$ cat src/rtl/cpu_pkg.sv
// Constants and types shared by the output-port decode, the control unit and
// the buffered output-port stage.
package cpu_pkg;

  localparam int NPORTS = 4;
  localparam int WORD_W = 8;

  typedef logic [1:0]        port_idx_t;
  typedef logic [WORD_W-1:0] port_word_t;

  // Width of an occupancy counter that must represent 0..depth inclusive.
  function automatic int count_width(input int depth);
    return $clog2(depth) + 1;
  endfunction

endpackage

$ cat src/rtl/out_port_buffer_if.sv
// Port-write tap from the CPU plus the per-port valid/ready device side.
// The buffer is the slave; the CPU/device side is the master.
interface out_port_buffer_if
  import cpu_pkg::*;
#(
  parameter int WIDTH = WORD_W
);

  logic                we;
  port_idx_t           sel_port;
  logic [WIDTH-1:0]    in_RD2;
  logic [WIDTH-1:0]    port_data [NPORTS];
  logic [NPORTS-1:0]   port_valid;
  logic [NPORTS-1:0]   port_ready;
  logic [NPORTS-1:0]   port_full;
  logic                stall;
  logic [NPORTS-1:0]   overflow;
  logic                ovf_clr;

  modport master (
    output we, sel_port, in_RD2, port_ready, ovf_clr,
    input  port_data, port_valid, port_full, stall, overflow
  );

  modport slave (
    input  we, sel_port, in_RD2, port_ready, ovf_clr,
    output port_data, port_valid, port_full, stall, overflow
  );

endinterface

$ cat src/rtl/deco.sv
// Binary-to-one-hot decoder with enable, used for port write steering.
module deco #(
  parameter int N = 2
) (
  input  logic             en,
  input  logic [N-1:0]     sel,
  output logic [2**N-1:0]  y
);

  always_comb begin
    // NOTE: default assigned first so every path drives y and no latch is inferred.
    y = '0;
    if (en) y[sel] = 1'b1;
  end

endmodule

$ cat src/rtl/port_fifo.sv
// Single synchronous FIFO; DEPTH must be a power of two (>= 2) so the
// log2(DEPTH)-bit pointers wrap naturally.
module port_fifo #(
  parameter int WIDTH = 8,
  parameter int DEPTH = 2
) (
  input  logic                     clk,
  input  logic                     rst_n,
  input  logic                     push,
  input  logic                     pop,
  input  logic [WIDTH-1:0]         wdata,
  output logic [WIDTH-1:0]         rdata,
  output logic                     full,
  output logic                     empty,
  output logic [$clog2(DEPTH):0]   count
);

  localparam int PW = $clog2(DEPTH);
  localparam int CW = PW + 1;

  logic [WIDTH-1:0] mem [DEPTH];
  logic [PW-1:0]    rd_ptr;
  logic [PW-1:0]    wr_ptr;
  logic             do_push;
  logic             do_pop;

  assign empty   = (count == '0);
  assign full    = (count == CW'(DEPTH));
  assign do_pop  = pop & ~empty;
  // A full FIFO still accepts a write when its head leaves in the same cycle.
  assign do_push = push & (~full | do_pop);
  assign rdata   = mem[rd_ptr];

  always_ff @(posedge clk or negedge rst_n) begin
    if (!rst_n) begin
      rd_ptr <= '0;
      wr_ptr <= '0;
      count  <= '0;
      // NOTE: storage is reset so port_data is a known 0 rather than X after reset.
      for (int i = 0; i < DEPTH; i++) mem[i] <= '0;
    end else begin
      // NOTE: non-blocking assignments keep every register update on the old values.
      if (do_push) begin
        mem[wr_ptr] <= wdata;
        wr_ptr      <= wr_ptr + PW'(1);
      end
      if (do_pop) rd_ptr <= rd_ptr + PW'(1);
      case ({do_push, do_pop})
        2'b10:   count <= count + CW'(1);
        2'b01:   count <= count - CW'(1);
        default: count <= count;
      endcase
    end
  end

endmodule

$ cat src/rtl/out_port_buffer.sv
// Buffered output-port stage: captures each port write into a per-port FIFO
// and presents it to the device through valid/ready, with stall/overflow.
module out_port_buffer
  import cpu_pkg::*;
#(
  parameter int WIDTH = WORD_W,
  parameter int DEPTH = 2
) (
  input logic              clk,
  input logic              rst_n,
  out_port_buffer_if.slave bus
);

  localparam int CW = count_width(DEPTH);

  logic [NPORTS-1:0] wr_en;
  logic [NPORTS-1:0] pop;
  logic [NPORTS-1:0] full;
  logic [NPORTS-1:0] empty;
  logic [NPORTS-1:0] drop;
  logic [NPORTS-1:0] overflow_q;
  logic [CW-1:0]     cnt   [NPORTS];
  logic [WIDTH-1:0]  rdata [NPORTS];

  deco #(.N(2)) u_deco (
    .en  (bus.we),
    .sel (bus.sel_port),
    .y   (wr_en)
  );

  for (genvar i = 0; i < NPORTS; i++) begin : g_port
    assign pop[i] = bus.port_ready[i] & ~empty[i];

    port_fifo #(
      .WIDTH (WIDTH),
      .DEPTH (DEPTH)
    ) u_fifo (
      .clk   (clk),
      .rst_n (rst_n),
      .push  (wr_en[i]),
      .pop   (pop[i]),
      .wdata (bus.in_RD2),
      .rdata (rdata[i]),
      .full  (full[i]),
      .empty (empty[i]),
      .count (cnt[i])
    );

    assign bus.port_data[i] = rdata[i];
    // Only a write to a full port whose head is not leaving this cycle is lost.
    assign drop[i] = wr_en[i] & full[i] & ~pop[i];
  end

  assign bus.port_valid = ~empty;
  assign bus.port_full  = full;
  assign bus.stall      = bus.we & (cnt[bus.sel_port] == CW'(DEPTH));
  assign bus.overflow   = overflow_q;

  // A drop in the same cycle as ovf_clr keeps its bit set.
  always_ff @(posedge clk or negedge rst_n) begin
    if (!rst_n) overflow_q <= '0;
    else        overflow_q <= drop | (bus.ovf_clr ? '0 : overflow_q);
  end

endmodule

$ cat src/flat_wrapper.sv
// flat-port wrapper written by rule: the top's interface ports become plain ports
module out_port_buffer_flat import cpu_pkg::*;
#(
  parameter int WIDTH = WORD_W,
  parameter int DEPTH = 2
)
  (clk, rst_n, bus_we, bus_sel_port, bus_in_RD2, bus_port_ready, bus_ovf_clr, bus_port_data, bus_port_valid, bus_port_full, bus_stall, bus_overflow);
  out_port_buffer_if #(.WIDTH(WIDTH)) bus_i ();
  input logic clk;
  input logic rst_n;
  input wire logic [$bits(bus_i.we)-1:0] bus_we;
  input wire logic [$bits(bus_i.sel_port)-1:0] bus_sel_port;
  input wire logic [$bits(bus_i.in_RD2)-1:0] bus_in_RD2;
  input wire logic [$bits(bus_i.port_ready)-1:0] bus_port_ready;
  input wire logic [$bits(bus_i.ovf_clr)-1:0] bus_ovf_clr;
  output wire logic [$bits(bus_i.port_data)-1:0] bus_port_data;
  output wire logic [$bits(bus_i.port_valid)-1:0] bus_port_valid;
  output wire logic [$bits(bus_i.port_full)-1:0] bus_port_full;
  output wire logic [$bits(bus_i.stall)-1:0] bus_stall;
  output wire logic [$bits(bus_i.overflow)-1:0] bus_overflow;
  assign bus_i.we = bus_we;
  assign bus_i.sel_port = bus_sel_port;
  assign bus_i.in_RD2 = bus_in_RD2;
  assign bus_i.port_ready = bus_port_ready;
  assign bus_i.ovf_clr = bus_ovf_clr;
  assign bus_port_data = {>>{bus_i.port_data}};
  assign bus_port_valid = bus_i.port_valid;
  assign bus_port_full = bus_i.port_full;
  assign bus_stall = bus_i.stall;
  assign bus_overflow = bus_i.overflow;
  out_port_buffer #(.WIDTH(WIDTH), .DEPTH(DEPTH)) u_core (.clk(clk), .rst_n(rst_n), .bus(bus_i));
endmodule
$ cat config.mk
export PLATFORM = sky130hd
export DESIGN_NAME = out_port_buffer_flat
export DESIGN_NICKNAME = d
export VERILOG_FILES = /design/src/rtl/cpu_pkg.sv /design/src/rtl/out_port_buffer_if.sv /design/src/rtl/deco.sv /design/src/rtl/port_fifo.sv /design/src/rtl/out_port_buffer.sv /design/src/flat_wrapper.sv
export SDC_FILE = /design/constraint.sdc
export NUM_CORES = 1
export LEC_CHECK = 0
export ABC_CLOCK_PERIOD_IN_PS = 2250
export CORE_MARGIN = 8
export CORE_UTILIZATION = 40
export CTS_BUF_LIST = sky130_fd_sc_hd__clkbuf_16
export DETAILED_ROUTE_END_ITERATION = 8
export PLACE_DENSITY_LB_ADDON = 0.15
export REMOVE_ABC_BUFFERS = 1
export SLEW_MARGIN = 20
export SYNTH_ARGS = -nofsm -noshare
export SYNTH_HDL_FRONTEND = slang
export SYNTH_HIERARCHICAL = 1
export SYNTH_SLANG_ARGS = --single-unit
$ cat constraint.sdc
create_clock -name clk -period 2.25 [get_ports clk]
set_clock_uncertainty 0.05 [all_clocks]
set_input_delay 0.45 -clock clk [delete_from_list [all_inputs] [get_ports clk]]
set_output_delay 0.45 -clock clk [all_outputs]
set_load 0.03 [all_outputs]
==> impl_summary.md <==
Critical path
STA puts the critical path data arrival time at around 1.7 ns. The critical path goes through nor2_1 -> inv_1 -> clkdlybuf4s50_1. The largest single stage delay on the critical path is approximately 0.67 ns. The startpoint of the most critical register-to-register path is u_core/g_port[1].u_fifo/count[0]. The critical path's slowest cell is sky130_fd_sc_hd__clkdlybuf4s50_1. The worst-case register-to-register setup slack is approximately 0.3 ns.

The startpoint kind of the worst setup timing path is a register. Data on the critical path is required at its endpoint by roughly 1.8 ns. The path depth of the worst reg2reg path is 7. The top fanout value on the critical path is 6.

The worst setup path category is register to output pin. The endpoint type of the worst setup path is an output pin. The endpoint identified for the worst register-to-register timing path is u_core/g_port[1].u_fifo/count[1].

Die
Pin placement for this block handled 63 I/O pins. The floorplan step defined a core boundary enclosing around 9600 µm². The total number of placement rows is 36. The initial utilization of the core area, before any placement, comes to 0.405. The area enclosed by the die boundary is around 13,000 µm². The width of the die is 115 µm. In this run the vertical extent of the chip is between 100 and 150 µm.

Power and ir drop
The power after layout is roughly 0.008 W. In this run the power density over the cells is 1560 nW/µm². The leakage power of the design is around 2.3 nW. The worst-case vdd ir drop is approximately 0.00082 V.

Synthesis
Of the total synthesized cell area, the portion taken by XOR and XNOR cells is 0.0359. The Yosys warning count is 6. After synthesis the netlist holds a flip-flop and latch count of 84. The unique cell type count in the Yosys netlist is 28.

Averaged over all synthesized cells, the footprint is ~14 µm². Of the total synthesized cell area, the portion taken by AND, OR, NAND and NOR gates is 0.0994. The post-synthesis compound-gate area fraction is 0.0199. The dominant combinational cell family by area after synthesis is multiplexers.

The count of mapped cells out of synthesis is approximately 280. The netlist area before placement is 3900 µm². For this run, the register share of the synthesized area comes to 0.539. Of the post-synthesis cell area, the part taken by muxes is 0.280. The adder-cell area share of the yosys netlist is 0.00962.

Global routing
After global routing the overflow that remains totals 0. In the global route stage, overall resource usage came out at 0.142. The number of antenna violations at the first check in global routing is 0. The wire length of the first global-routing pass is 14.2 mm.

Entering global routing, the biggest net connects 39 pins. The via count of the first global-routing pass is 2,712.

Clocking
TritonCTS built the clock tree. The clock network latency to the later pin of the worst-skew pair is 0.33 ns. The maximum clock path buffer count is 2. The number of buffers created by CTS is 9.

The number of levels the H-tree was split into is 3. The number of sinks on the clock net is between 80 and 90. The number of buffers inserted by post-CTS setup repair is 0. The buffer type at the clock tree root is sky130_fd_sc_hd__clkbuf_16. Clock-pin slew was measured on the worst setup and hold paths at about 0.06 ns.

Timing
Setup repair after global routing left no endpoint under its margin. The total of endpoints with negative setup slack in the final report is 0. The worst-case headroom to the max-slew limit is 0.714. The worst-margin pin slew is ~0.43 ns.

Of the available clock period, the critical path in the final layout requires 0.958. The final count of pins violating max slew is 0. The post-layout minimum cycle time is 2.16 ns. The number of failing hold endpoints at the final stage was 0. The timing-limited maximum frequency is about 460 MHz.

Placement
The congestion estimate from routability-driven global placement came to 0.735. The post-placement cell area is around 4900 µm². The HPWL after detailed placement is just over 6 mm. The number of buffers inserted by port buffering is 62.

Detailed routing
For this block, the initial DRC count from the detailed router was 85. The total routed wirelength is approximately 8.5 mm. After detailed routing, the number of remaining DRC violations is 0. The antenna violation net count after detailed routing is 0.

The average via count per standard cell is roughly 4.8. Before antenna repair, the detailed router went through 4 iterations. The routed layout has between 2,000 and 2,500 vias. Dividing the detail-routed wire length by the instance count gives between 15 and 20 µm.

Worst hold path
Counting instances, the worst hold path has a depth of 1. For hold timing, the worst endpoint is u_core/g_port[2].u_fifo/mem[15]. The path class of the tightest hold or removal check is register to register. In this run the most critical hold path is launched from u_core/g_port[2].u_fifo/mem[15].

Cells and area
Compared with the post-synthesis result, the final layout area differs by 33.0%. The total area of sequential cells is roughly 2100 µm². After routing the design area is ~5200 µm². 0 antenna diodes ended up in the layout. In the final layout, the multi-input gates occupy between 1500 and 2000 µm². The number of filler instances in the final layout is roughly 900. The final layout contains approximately 390 nets. Of the cells placed in the final design, the portion with a size suffix greater than 1 is 0.397.

Run
The tool flagged a number of max-cap violations equal to 0.

Status
The flow ran to the end, and the final reports show no timing, DRC or antenna violations.
-- critical path: cells and delay by family (launching register included) --
kind / cells / cell delay (ns)
buf+inv: 2 / 0.75
flops: 1 / 0.47
simple gates: 1 / 0.10
-- state kept, by name, summed over array words and instances (netlist names) --
signal,cells
u_core/g_port.u_fifo/count,8
u_core/g_port.u_fifo/wr_ptr,4
u_core/g_port.u_fifo/mem,64
u_core/g_port.u_fifo/rd_ptr,4
u_core/bus.overflow,4
-- placed cells by master (no fill, tap or decap), types with 5 or more instances in the layout --
cell type	n
sky130_fd_sc_hd__nand2_1	9
sky130_fd_sc_hd__mux2_2	96
sky130_fd_sc_hd__inv_1	15
sky130_fd_sc_hd__nand2b_1	6
sky130_fd_sc_hd__clkbuf_16	9
sky130_fd_sc_hd__xnor2_1	10
sky130_fd_sc_hd__clkdlybuf4s50_1	22
sky130_fd_sc_hd__dfrtp_1	79
sky130_fd_sc_hd__xor2_1	6
sky130_fd_sc_hd__buf_4	17
sky130_fd_sc_hd__dlygate4sd2_1	35
sky130_fd_sc_hd__dfrtp_2	5
sky130_fd_sc_hd__nor2_1	11
sky130_fd_sc_hd__nor2b_1	9
sky130_fd_sc_hd__buf_12	5
-- layout make-up --
type,instances,area share
Multi-Input combinational cell,183,0.334
Timing Repair Buffer,83,0.155
Tap cell,133,0.0321
Clock buffer,9,0.0434
Inverter,12,0.00868
Sequential cell,84,0.406
Clock inverter,7,0.0210
-- metrics by stage --
step | TNS [ns] | instances | utilization | worst slack, ns | hold slack (ns)
CTS | 0 | 511 | 0.538 | 0.0197 | 0.455
global route | 0 | 511 | 0.538 | 0.0251 | 0.464
finish | 0 | 511 | 0.538 | 0.0942 | 0.451
floorplan | 0 | 279 | - | 0.341 | 0.104
detailed placement | -0.790 | 494 | 0.506 | -0.0618 | 0.338
global placement | -0.0810 | 494 | 0.506 | -0.0125 | 0.339
-- timing repair --
action / 4_1_cts / 5_1_grt
pin swaps: 0 / 0
resized for setup: 39 / 4
gates cloned: 0 / 0
hold endpoints to repair: 22 / 0
endpoints found under the setup margin: 35 / 3
hold buffers: 1 / 0
-- per-layer routing --
metal | GRT usage | share of wire | vias up | routed length [µm]
met1 | 0.181 | 0.47 | 1213 | 3970
met2 | 0.228 | 0.48 | 38 | 4080
li1 | - | - | 1173 | -
met4 | 0.0604 | 0.013 | 0 | 109
met3 | 0.0299 | 0.044 | 10 | 374
met5 | 0 | 0 | - | 0
-- power breakdown --
part / switching (W) / internal, W
Sequential: 0.000579 / 0.00225
Clock: 0.000569 / 0.00107
Combinational: 0.00189 / 0.00175
-- cell families after synthesis --
family / after synthesis
mux: 97
flops: 84
simple gates: 55
buf+inv: 17
xor+xnor: 16
compound gates: 12
fa+ha+maj: 3
-- how the worst max path moves through the flow --
stage,slack (ns),end,startpoint,cells past startpoint
after floorplan,0.34,bus_stall,u_core/g_port[3].u_fifo/count[0],3
after global placement,-0.01,u_core/g_port[0].u_fifo/mem[10],bus_sel_port[0],5
after detailed placement,-0.06,u_core/g_port[0].u_fifo/mem[10],bus_sel_port[0],5
after CTS,0.02,bus_port_valid[3],u_core/g_port[3].u_fifo/count[0],3
after global routing,0.03,bus_port_valid[1],u_core/g_port[1].u_fifo/count[0],3
final,0.09,bus_port_valid[2],u_core/g_port[2].u_fifo/count[0],3
-- synth_stat cells --
cell | number | area share
sky130_fd_sc_hd__a211oi_1 | 1 | 0.0019
sky130_fd_sc_hd__a21oi_1 | 2 | 0.0026
sky130_fd_sc_hd__a221oi_1 | 1 | 0.0022
sky130_fd_sc_hd__a22oi_1 | 1 | 0.0019
sky130_fd_sc_hd__a32oi_1 | 1 | 0.0022
sky130_fd_sc_hd__and2b_1 | 3 | 0.0058
sky130_fd_sc_hd__and3_2 | 1 | 0.0019
sky130_fd_sc_hd__and3b_1 | 2 | 0.0045
sky130_fd_sc_hd__clkbuf_1 | 4 | 0.0038
sky130_fd_sc_hd__clkbuf_2 | 1 | 0.0013
sky130_fd_sc_hd__dfrtp_1 | 84 | 0.54
sky130_fd_sc_hd__ha_1 | 3 | 0.0096
sky130_fd_sc_hd__inv_1 | 12 | 0.012
sky130_fd_sc_hd__mux2_2 | 96 | 0.28
sky130_fd_sc_hd__mux2i_1 | 1 | 0.0026
sky130_fd_sc_hd__nand2_1 | 9 | 0.0087
sky130_fd_sc_hd__nand2b_1 | 6 | 0.0096
sky130_fd_sc_hd__nand3_1 | 1 | 0.0013
sky130_fd_sc_hd__nor2_1 | 11 | 0.011
sky130_fd_sc_hd__nor2_2 | 4 | 0.0064
sky130_fd_sc_hd__nor2b_1 | 9 | 0.014
sky130_fd_sc_hd__nor3_4 | 1 | 0.0042
sky130_fd_sc_hd__nor3b_2 | 4 | 0.013
sky130_fd_sc_hd__nor3b_4 | 4 | 0.019
sky130_fd_sc_hd__o21ai_0 | 2 | 0.0026
sky130_fd_sc_hd__o22ai_1 | 4 | 0.0064
sky130_fd_sc_hd__xnor2_1 | 10 | 0.022
sky130_fd_sc_hd__xor2_1 | 6 | 0.013
Note: power is estimated with default switching activity, not from simulation.
